## src/rtl/multicycle_control_fsm_if.sv

```systemverilog
// Fetch and data-memory request/ack bundle for the multicycle control unit.
// The controller is the master; memories sit on the slave side.
interface multicycle_control_fsm_if #(
    parameter int DATA_WIDTH = 32
);
    logic                  imem_req;
    logic                  imem_ack;
    logic [DATA_WIDTH-1:0] Instr;
    logic                  dmem_req;
    logic                  dmem_we;
    logic                  dmem_ack;

    modport master (
        output imem_req,
        output dmem_req,
        output dmem_we,
        input  imem_ack,
        input  Instr,
        input  dmem_ack
    );

    modport slave (
        input  imem_req,
        input  dmem_req,
        input  dmem_we,
        output imem_ack,
        output Instr,
        output dmem_ack
    );
endinterface

```

## src/rtl/multicycle_control_fsm.sv

```systemverilog
// Multi-cycle RV32 control unit: fetch/decode/execute/mem/wb sequencing
// with req/ack memory handshakes, ack timeout and sticky fault flags.
module multicycle_control_fsm #(
    parameter int DATA_WIDTH = 32,
    parameter int WAIT_LIMIT = 255
) (
    input  logic                  clk,
    input  logic                  rst_n,
    multicycle_control_fsm_if.master bus,
    input  logic                  Zero,
    output logic [2:0]            ALUControl,
    output logic [1:0]            ALUSrcA,
    output logic [1:0]            ALUSrcB,
    output logic [2:0]            ImmSrc,
    output logic [1:0]            ResultSrc,
    output logic                  RegWrite,
    output logic                  PCWrite,
    output logic                  PCSrc,
    output logic [DATA_WIDTH-1:0] InstrQ,
    output logic                  illegal_instr,
    output logic                  bus_error
);

    localparam int CW = $clog2(WAIT_LIMIT + 1);

    typedef enum logic [2:0] {
        S_IDLE,
        S_FETCH,
        S_DECODE,
        S_EXECUTE,
        S_MEM,
        S_WB,
        S_TRAP
    } state_t;

    typedef enum logic [3:0] {
        OP_ADDI,
        OP_SLLI,
        OP_SLL,
        OP_LUI,
        OP_BNE,
        OP_JAL,
        OP_JALR,
        OP_LBU,
        OP_SB,
        OP_BAD
    } op_t;

    state_t        state_q;
    state_t        state_d;
    op_t           op;
    logic [CW-1:0] cnt_q;

    logic [6:0] opc;
    logic [2:0] f3;
    logic [6:0] f7;

    assign opc = InstrQ[6:0];
    assign f3  = InstrQ[14:12];
    assign f7  = InstrQ[31:25];

    logic is_addi, is_slli, is_sll, is_lui, is_bne;
    logic is_jal, is_jalr, is_lbu, is_sb;

    assign is_addi = (opc == 7'b0010011) && (f3 == 3'b000);
    assign is_slli = (opc == 7'b0010011) && (f3 == 3'b001)
                   && (f7 == 7'b0000000);
    assign is_sll  = (opc == 7'b0110011) && (f3 == 3'b001)
                   && (f7 == 7'b0000000);
    assign is_lui  = (opc == 7'b0110111);
    assign is_bne  = (opc == 7'b1100011) && (f3 == 3'b001);
    assign is_jal  = (opc == 7'b1101111);
    assign is_jalr = (opc == 7'b1100111) && (f3 == 3'b000);
    assign is_lbu  = (opc == 7'b0000011) && (f3 == 3'b100);
    assign is_sb   = (opc == 7'b0100011) && (f3 == 3'b000);

    always_comb begin
        op = OP_BAD;
        unique case (1'b1)
            is_addi: op = OP_ADDI;
            is_slli: op = OP_SLLI;
            is_sll:  op = OP_SLL;
            is_lui:  op = OP_LUI;
            is_bne:  op = OP_BNE;
            is_jal:  op = OP_JAL;
            is_jalr: op = OP_JALR;
            is_lbu:  op = OP_LBU;
            is_sb:   op = OP_SB;
            default: op = OP_BAD;
        endcase
    end

    logic wait_st;
    logic ack_now;
    logic timeout;

    assign wait_st = (state_q == S_FETCH) || (state_q == S_MEM);
    assign ack_now = ((state_q == S_FETCH) && bus.imem_ack)
                   || ((state_q == S_MEM) && bus.dmem_ack);
    assign timeout = wait_st && !ack_now
                   && (cnt_q == CW'(WAIT_LIMIT - 1));

    always_ff @(posedge clk or negedge rst_n) begin
        if (!rst_n) begin
            state_q <= S_IDLE;
        end else begin
            state_q <= state_d;
        end
    end

    always_ff @(posedge clk or negedge rst_n) begin
        if (!rst_n) begin
            InstrQ <= '0;
        end else if ((state_q == S_FETCH) && bus.imem_ack) begin
            InstrQ <= bus.Instr;
        end
    end

    // Any ack or leaving a wait state restarts the count from zero.
    always_ff @(posedge clk or negedge rst_n) begin
        if (!rst_n) begin
            cnt_q <= '0;
        end else if (!wait_st || ack_now || timeout) begin
            cnt_q <= '0;
        end else begin
            cnt_q <= cnt_q + CW'(1);
        end
    end

    always_ff @(posedge clk or negedge rst_n) begin
        if (!rst_n) begin
            illegal_instr <= 1'b0;
            bus_error     <= 1'b0;
        end else begin
            if ((state_q == S_DECODE) && (op == OP_BAD)) begin
                illegal_instr <= 1'b1;
            end
            if (timeout) begin
                bus_error <= 1'b1;
            end
        end
    end

    always_comb begin
        state_d = state_q;
        unique case (state_q)
            S_IDLE: state_d = S_FETCH;
            S_FETCH: begin
                if (bus.imem_ack) begin
                    state_d = S_DECODE;
                end else if (timeout) begin
                    state_d = S_TRAP;
                end
            end
            S_DECODE: begin
                state_d = (op == OP_BAD) ? S_TRAP : S_EXECUTE;
            end
            S_EXECUTE: begin
                unique case (op)
                    OP_BNE, OP_JAL, OP_JALR: state_d = S_FETCH;
                    OP_LBU, OP_SB:           state_d = S_MEM;
                    default:                 state_d = S_WB;
                endcase
            end
            S_MEM: begin
                if (bus.dmem_ack) begin
                    state_d = (op == OP_SB) ? S_FETCH : S_WB;
                end else if (timeout) begin
                    state_d = S_TRAP;
                end
            end
            S_WB:    state_d = S_FETCH;
            S_TRAP:  state_d = S_TRAP;
            default: state_d = S_IDLE;
        endcase
    end

    logic [2:0] alu_ctl;
    logic [1:0] src_a;
    logic [1:0] src_b;
    logic [2:0] imm_sel;

    always_comb begin
        alu_ctl = 3'b000;
        src_a   = 2'b00;
        src_b   = 2'b01;
        imm_sel = 3'b000;
        unique case (op)
            OP_SLLI: alu_ctl = 3'b111;
            OP_SLL: begin
                alu_ctl = 3'b111;
                src_b   = 2'b00;
            end
            OP_LUI: begin
                alu_ctl = 3'b100;
                src_a   = 2'b10;
                imm_sel = 3'b011;
            end
            OP_BNE: begin
                alu_ctl = 3'b001;
                src_b   = 2'b00;
                imm_sel = 3'b010;
            end
            OP_JAL: begin
                alu_ctl = 3'b010;
                src_a   = 2'b01;
                imm_sel = 3'b100;
            end
            OP_JALR: alu_ctl = 3'b011;
            OP_SB: begin
                alu_ctl = 3'b110;
                imm_sel = 3'b001;
            end
            default: alu_ctl = 3'b000;
        endcase
    end

    always_comb begin
        bus.imem_req = 1'b0;
        bus.dmem_req = 1'b0;
        bus.dmem_we  = 1'b0;
        ALUControl   = 3'b000;
        ALUSrcA      = 2'b00;
        ALUSrcB      = 2'b00;
        ImmSrc       = 3'b000;
        ResultSrc    = 2'b00;
        RegWrite     = 1'b0;
        PCWrite      = 1'b0;
        PCSrc        = 1'b0;
        unique case (state_q)
            S_FETCH: bus.imem_req = 1'b1;
            S_EXECUTE: begin
                ALUControl = alu_ctl;
                ALUSrcA    = src_a;
                ALUSrcB    = src_b;
                ImmSrc     = imm_sel;
                unique case (op)
                    OP_BNE: begin
                        PCWrite = 1'b1;
                        PCSrc   = ~Zero;
                    end
                    OP_JAL, OP_JALR: begin
                        PCWrite   = 1'b1;
                        PCSrc     = 1'b1;
                        RegWrite  = 1'b1;
                        ResultSrc = 2'b10;
                    end
                    default: PCWrite = 1'b0;
                endcase
            end
            S_MEM: begin
                ALUControl   = alu_ctl;
                ALUSrcA      = src_a;
                ALUSrcB      = src_b;
                ImmSrc       = imm_sel;
                bus.dmem_req = 1'b1;
                bus.dmem_we  = (op == OP_SB);
                // SB retires on the ack cycle itself, no WB slot.
                PCWrite      = (op == OP_SB) && bus.dmem_ack;
            end
            S_WB: begin
                ALUControl = alu_ctl;
                ALUSrcA    = src_a;
                ALUSrcB    = src_b;
                ImmSrc     = imm_sel;
                RegWrite   = 1'b1;
                PCWrite    = 1'b1;
                if (op == OP_LBU) begin
                    ALUControl = 3'b101;
                    ALUSrcB    = 2'b11;
                end
            end
            default: RegWrite = 1'b0;
        endcase
    end

endmodule

```

## src/flat_wrapper.sv

```systemverilog
// flat-port wrapper written by rule: the top's interface ports become plain ports
module multicycle_control_fsm_flat 
#(
    parameter int DATA_WIDTH = 32,
    parameter int WAIT_LIMIT = 255
)
  (clk, rst_n, Zero, ALUControl, ALUSrcA, ALUSrcB, ImmSrc, ResultSrc, RegWrite, PCWrite, PCSrc, InstrQ, illegal_instr, bus_error, bus_imem_req, bus_dmem_req, bus_dmem_we, bus_imem_ack, bus_Instr, bus_dmem_ack);
  multicycle_control_fsm_if #(.DATA_WIDTH(DATA_WIDTH)) bus_i ();
  input  logic clk;
  input  logic rst_n;
  input  logic Zero;
  output logic [2:0] ALUControl;
  output logic [1:0] ALUSrcA;
  output logic [1:0] ALUSrcB;
  output logic [2:0] ImmSrc;
  output logic [1:0] ResultSrc;
  output logic RegWrite;
  output logic PCWrite;
  output logic PCSrc;
  output logic [DATA_WIDTH-1:0] InstrQ;
  output logic illegal_instr;
  output logic bus_error;
  output wire logic [$bits(bus_i.imem_req)-1:0] bus_imem_req;
  output wire logic [$bits(bus_i.dmem_req)-1:0] bus_dmem_req;
  output wire logic [$bits(bus_i.dmem_we)-1:0] bus_dmem_we;
  input wire logic [$bits(bus_i.imem_ack)-1:0] bus_imem_ack;
  input wire logic [$bits(bus_i.Instr)-1:0] bus_Instr;
  input wire logic [$bits(bus_i.dmem_ack)-1:0] bus_dmem_ack;
  assign bus_imem_req = bus_i.imem_req;
  assign bus_dmem_req = bus_i.dmem_req;
  assign bus_dmem_we = bus_i.dmem_we;
  assign bus_i.imem_ack = bus_imem_ack;
  assign bus_i.Instr = bus_Instr;
  assign bus_i.dmem_ack = bus_dmem_ack;
  multicycle_control_fsm #(.DATA_WIDTH(DATA_WIDTH), .WAIT_LIMIT(WAIT_LIMIT)) u_core (.clk(clk), .rst_n(rst_n), .bus(bus_i), .Zero(Zero), .ALUControl(ALUControl), .ALUSrcA(ALUSrcA), .ALUSrcB(ALUSrcB), .ImmSrc(ImmSrc), .ResultSrc(ResultSrc), .RegWrite(RegWrite), .PCWrite(PCWrite), .PCSrc(PCSrc), .InstrQ(InstrQ), .illegal_instr(illegal_instr), .bus_error(bus_error));
endmodule
```

## config.mk

```make
export PLATFORM = sky130hd
export DESIGN_NAME = multicycle_control_fsm_flat
export DESIGN_NICKNAME = d
export VERILOG_FILES = /design/src/rtl/multicycle_control_fsm_if.sv /design/src/rtl/multicycle_control_fsm.sv /design/src/flat_wrapper.sv
export SDC_FILE = /design/constraint.sdc
export NUM_CORES = 1
export LEC_CHECK = 0
export CAP_MARGIN = 30
export CELL_PAD_IN_SITES_DETAIL_PLACEMENT = 1
export CELL_PAD_IN_SITES_GLOBAL_PLACEMENT = 1
export CORE_ASPECT_RATIO = 2
export CORE_MARGIN = 4
export CORE_UTILIZATION = 30
export CTS_BUF_LIST = sky130_fd_sc_hd__clkbuf_2 sky130_fd_sc_hd__clkbuf_4 sky130_fd_sc_hd__clkbuf_8
export CTS_CLUSTER_DIAMETER = 30
export CTS_CLUSTER_SIZE = 25
export DETAILED_ROUTE_END_ITERATION = 16
export DONT_BUFFER_PORTS = 1
export GPL_TIMING_DRIVEN = 0
export PLACE_DENSITY = 0.52
export SLEW_MARGIN = 20
export SYNTH_ARGS = -nofsm -noshare
export SYNTH_HDL_FRONTEND = slang
export SYNTH_SLANG_ARGS = --single-unit
```

## constraint.sdc

```tcl
create_clock -name clk -period 2.3 [get_ports clk]
set_input_delay 0.345 -clock clk [delete_from_list [all_inputs] [get_ports clk]]
set_output_delay 0.345 -clock clk [all_outputs]
set_load 0.01 [all_outputs]
```

==> results.sh <==
export IMPL_setup_viol=7
export IMPL_met3_usage=0.0440
export IMPL_ys_warnings_count=0
export IMPL_skew_ps=10.2
export IMPL_syn2layout_area_growth_pct=21.3
export IMPL_grt_first_pass_wirelength_mm=10.8
export IMPL_synth_top_family_by_area="simple AND/OR/NAND/NOR gates"
export IMPL_drc=0
export IMPL_peakVddDrop_v=0.000579
export IMPL_yosys_area_share_simple=0.211
export IMPL_fp_dieArea_um2=9590
export IMPL_wl_per_cell_um=20.4
export IMPL_power_density_nw_per_um2=1280
export IMPL_grt_max_degree=46
export IMPL_dr_first_iter_drc_count=41
export IMPL_rsz0062_at_grt="yes"
export IMPL_ys_ff_latch=45
export IMPL_dp_hpwl_mm=5.22
export IMPL_drt_wl_total_mm=6.82
export IMPL_timing_final_crit_period_ps=2720
export IMPL_cp_start_kind="flip-flop"
export IMPL_synthAdderAreaFrac=0.0104
export IMPL_async_flop_share=1.00
export IMPL_maxCapViolCount=0
export IMPL_setup_tns_ps=-2440
export IMPL_instances_no_fill=334
export IMPL_numCtsBuffers=5
export IMPL_global_route_usage_met2=0.279
export IMPL_drtAntennaViolNets=0
export IMPL_synth_common_cells="dfrtp_1 (45), mux2_2 (31), nor2_1 (21), a21oi_1 (11), nand3_1 (11)"
export IMPL_pin_count=89
export IMPL_fill_cells=846
export IMPL_antenna_found_initial=0
export IMPL_drt_vias_per_instance=5.37
export IMPL_core_um2=7710
export IMPL_cts_path_max_buffers=2
export IMPL_yosys_area_top_type="dfrtp_1"
export IMPL_worstPathArrival_ps=2380
export IMPL_gr_total_overflow=0
export IMPL_grt_pass1_vias=1957
export IMPL_yosysUniqueCellTypes=52
export IMPL_hold_class="input pin to flip-flop"
export IMPL_clk_latency_ps=310
export IMPL_cts_htree_levels=2
export IMPL_placedInstanceArea_um2=2520
export IMPL_design_area_um2=2910
export IMPL_clock_sink_count=45
export IMPL_syn_nets=263
export IMPL_synth_most_common_cell="dfrtp_1"
export IMPL_clock_fmax_ghz=0.368
export IMPL_slew_viol_final=0
export IMPL_root_buffer="clkbuf_8"
export IMPL_die_w_um=71.3
export IMPL_grt_busiest_layer="met2"
export IMPL_initial_core_util=0.311
export IMPL_yosysSeqAreaShare=0.469
export IMPL_die_y_um=135
export IMPL_synth_edf_count=0
export IMPL_gp_congestion=0.775
export IMPL_crit_fanout=3
export IMPL_criticalPathCategory="flip-flop to primary output"
export IMPL_grtUsageTotal=0.147
export IMPL_syn_area_per_cell_um2=10.7
export IMPL_diodes=0
export IMPL_num_vias=1794
export IMPL_clk_pin_slew_worst_paths_ps=100
export IMPL_synth_xor_area_frac=0.0292
export IMPL_cts_tree="built"
export IMPL_synth_area_top_cells="dfrtp_1 (47%), mux2_2 (15%), nor2_1 (3.3%)"
export IMPL_placed_cells=318
export IMPL_end_kind="primary output"
export IMPL_synth_mux_area_frac=0.145
export IMPL_synth_cell_area_um2=2400
export IMPL_finalNetCount=278
export IMPL_dr_pass1_iters=4
export IMPL_drive_gt1_frac=0.379
export IMPL_cellLeakagePower_uw=0.00119
export IMPL_place_port_buffers=0
export IMPL_cp_data_required_time_ps=1960
export IMPL_status="finished, violations left"
export IMPL_finalCritPeriodShare=1.18
export IMPL_grt_util_met1=0.140
export IMPL_synth_main_ff_cell="dfrtp_1"
export IMPL_rows=45
export IMPL_netlist_instances=224
export IMPL_hold_viol=0
export IMPL_synth_compound_area_share=0.0932
export IMPL_synth_top_area_share=0.469
export IMPL_worst_slack_ps=-420
export IMPL_holdWs_ps=160
export IMPL_violations="negative setup slack"
==> registers in the layout (all words and copies together) (netlist names) <==
register / count
u_core.InstrQ: 32
u_core.cnt_q: 8
u_core.state_q: 3
u_core.bus_error: 1
u_core.illegal_instr: 1
==> cell families after synthesis <==
group	after synthesis
AO/OA/AOI/OAI	33
XOR/XNOR	8
adder cells (fa/ha/maj)	2
buffers and inverters	18
flip-flops	45
multiplexers	31
other	1
AND/OR/NAND/NOR	86
==> placed cells by master (no fill, tap or decap), types with 3 or more instances in the layout <==
master / instances
inv_1: 6
and3_1: 5
nand2_1: 8
buf_6: 5
nand3_1: 10
nand2b_1: 3
clkbuf_8: 5
xor2_1: 7
nand4_1: 3
nor3_2: 3
dfrtp_1: 42
and3b_1: 3
buf_2: 5
a21oi_1: 8
nor2_1: 19
and2_1: 4
dfrtp_2: 3
mux2_2: 31
buf_4: 6
==> per-layer routing <==
metal / vias to the layer above / share of wire
met5: - / 0
met4: 0 / 0.020
met3: 8 / 0.065
met2: 57 / 0.58
li1: 838 / -
met1: 891 / 0.34
==> repair_timing <==
action,4_1_cts,5_1_grt
resized for setup,22,23
hold buffers,2,0
pin swaps,6,11
endpoints found under the hold margin,45,0
buffers inserted,2,5
endpoints found under the setup margin,42,41
gates cloned,0,0
==> per-stage QoR <==
step / utilization / worst slack, ps / total power [uW]
2_1_floorplan: - / 5.37 / 2500
3_3_place_gp: 0.327 / -228 / 2840
3_5_place_dp: 0.327 / -290 / 2860
4_1_cts: 0.361 / -473 / 3650
5_1_grt: 0.378 / -492 / 4020
6_report: 0.378 / -420 / 3730
==> critical path, cell delays in order, from the launching register on <==
cell	delay (ps)
dfrtp_2	450
buf_6	140
or3b_1	360
nand3b_1	210
a211o_1	340
and4b_4	200
nand2b_4	130
and4b_1	230
==> cell type report <==
type	count	area [um^2]	area share
tap	94	118	0.0404
inverter	6	22.5	0.00773
clock buffer	5	68.8	0.0236
clock inverter	3	47.5	0.0163
multi-input combinational	161	1350	0.464
sequential	45	1130	0.388
timing repair buffer	9	97.6	0.0335
buffer	11	77.6	0.0266
==> worst paths after layout <==
| kind | startpoint | to | slack (ps) | cells after the start |
|---|---|---|---|---|
| max in group asynchronous | rst_n | u_core.InstrQ[4] | 1540 | 2 |
| max | u_core.InstrQ[5] | ImmSrc[2] | -420 | 7 |
| min reg2reg | u_core.cnt_q[0] | u_core.cnt_q[0] | 550 | 1 |
| max reg2reg | u_core.InstrQ[5] | u_core.state_q[2] | 50 | 7 |
| min in group asynchronous | rst_n | u_core.cnt_q[5] | 540 | 2 |
| min | bus_Instr[5] | u_core.InstrQ[5] | 160 | 2 |
==> report_power, final <==
group          internal [uW]  switching (uW)  leakage [uW]  total, uW
logic                    711             731      0.000589       1440
registers               1120             519      0.000545       1640
clock network            332             310     0.0000591        642
Note: power is estimated with default switching activity, not from simulation.
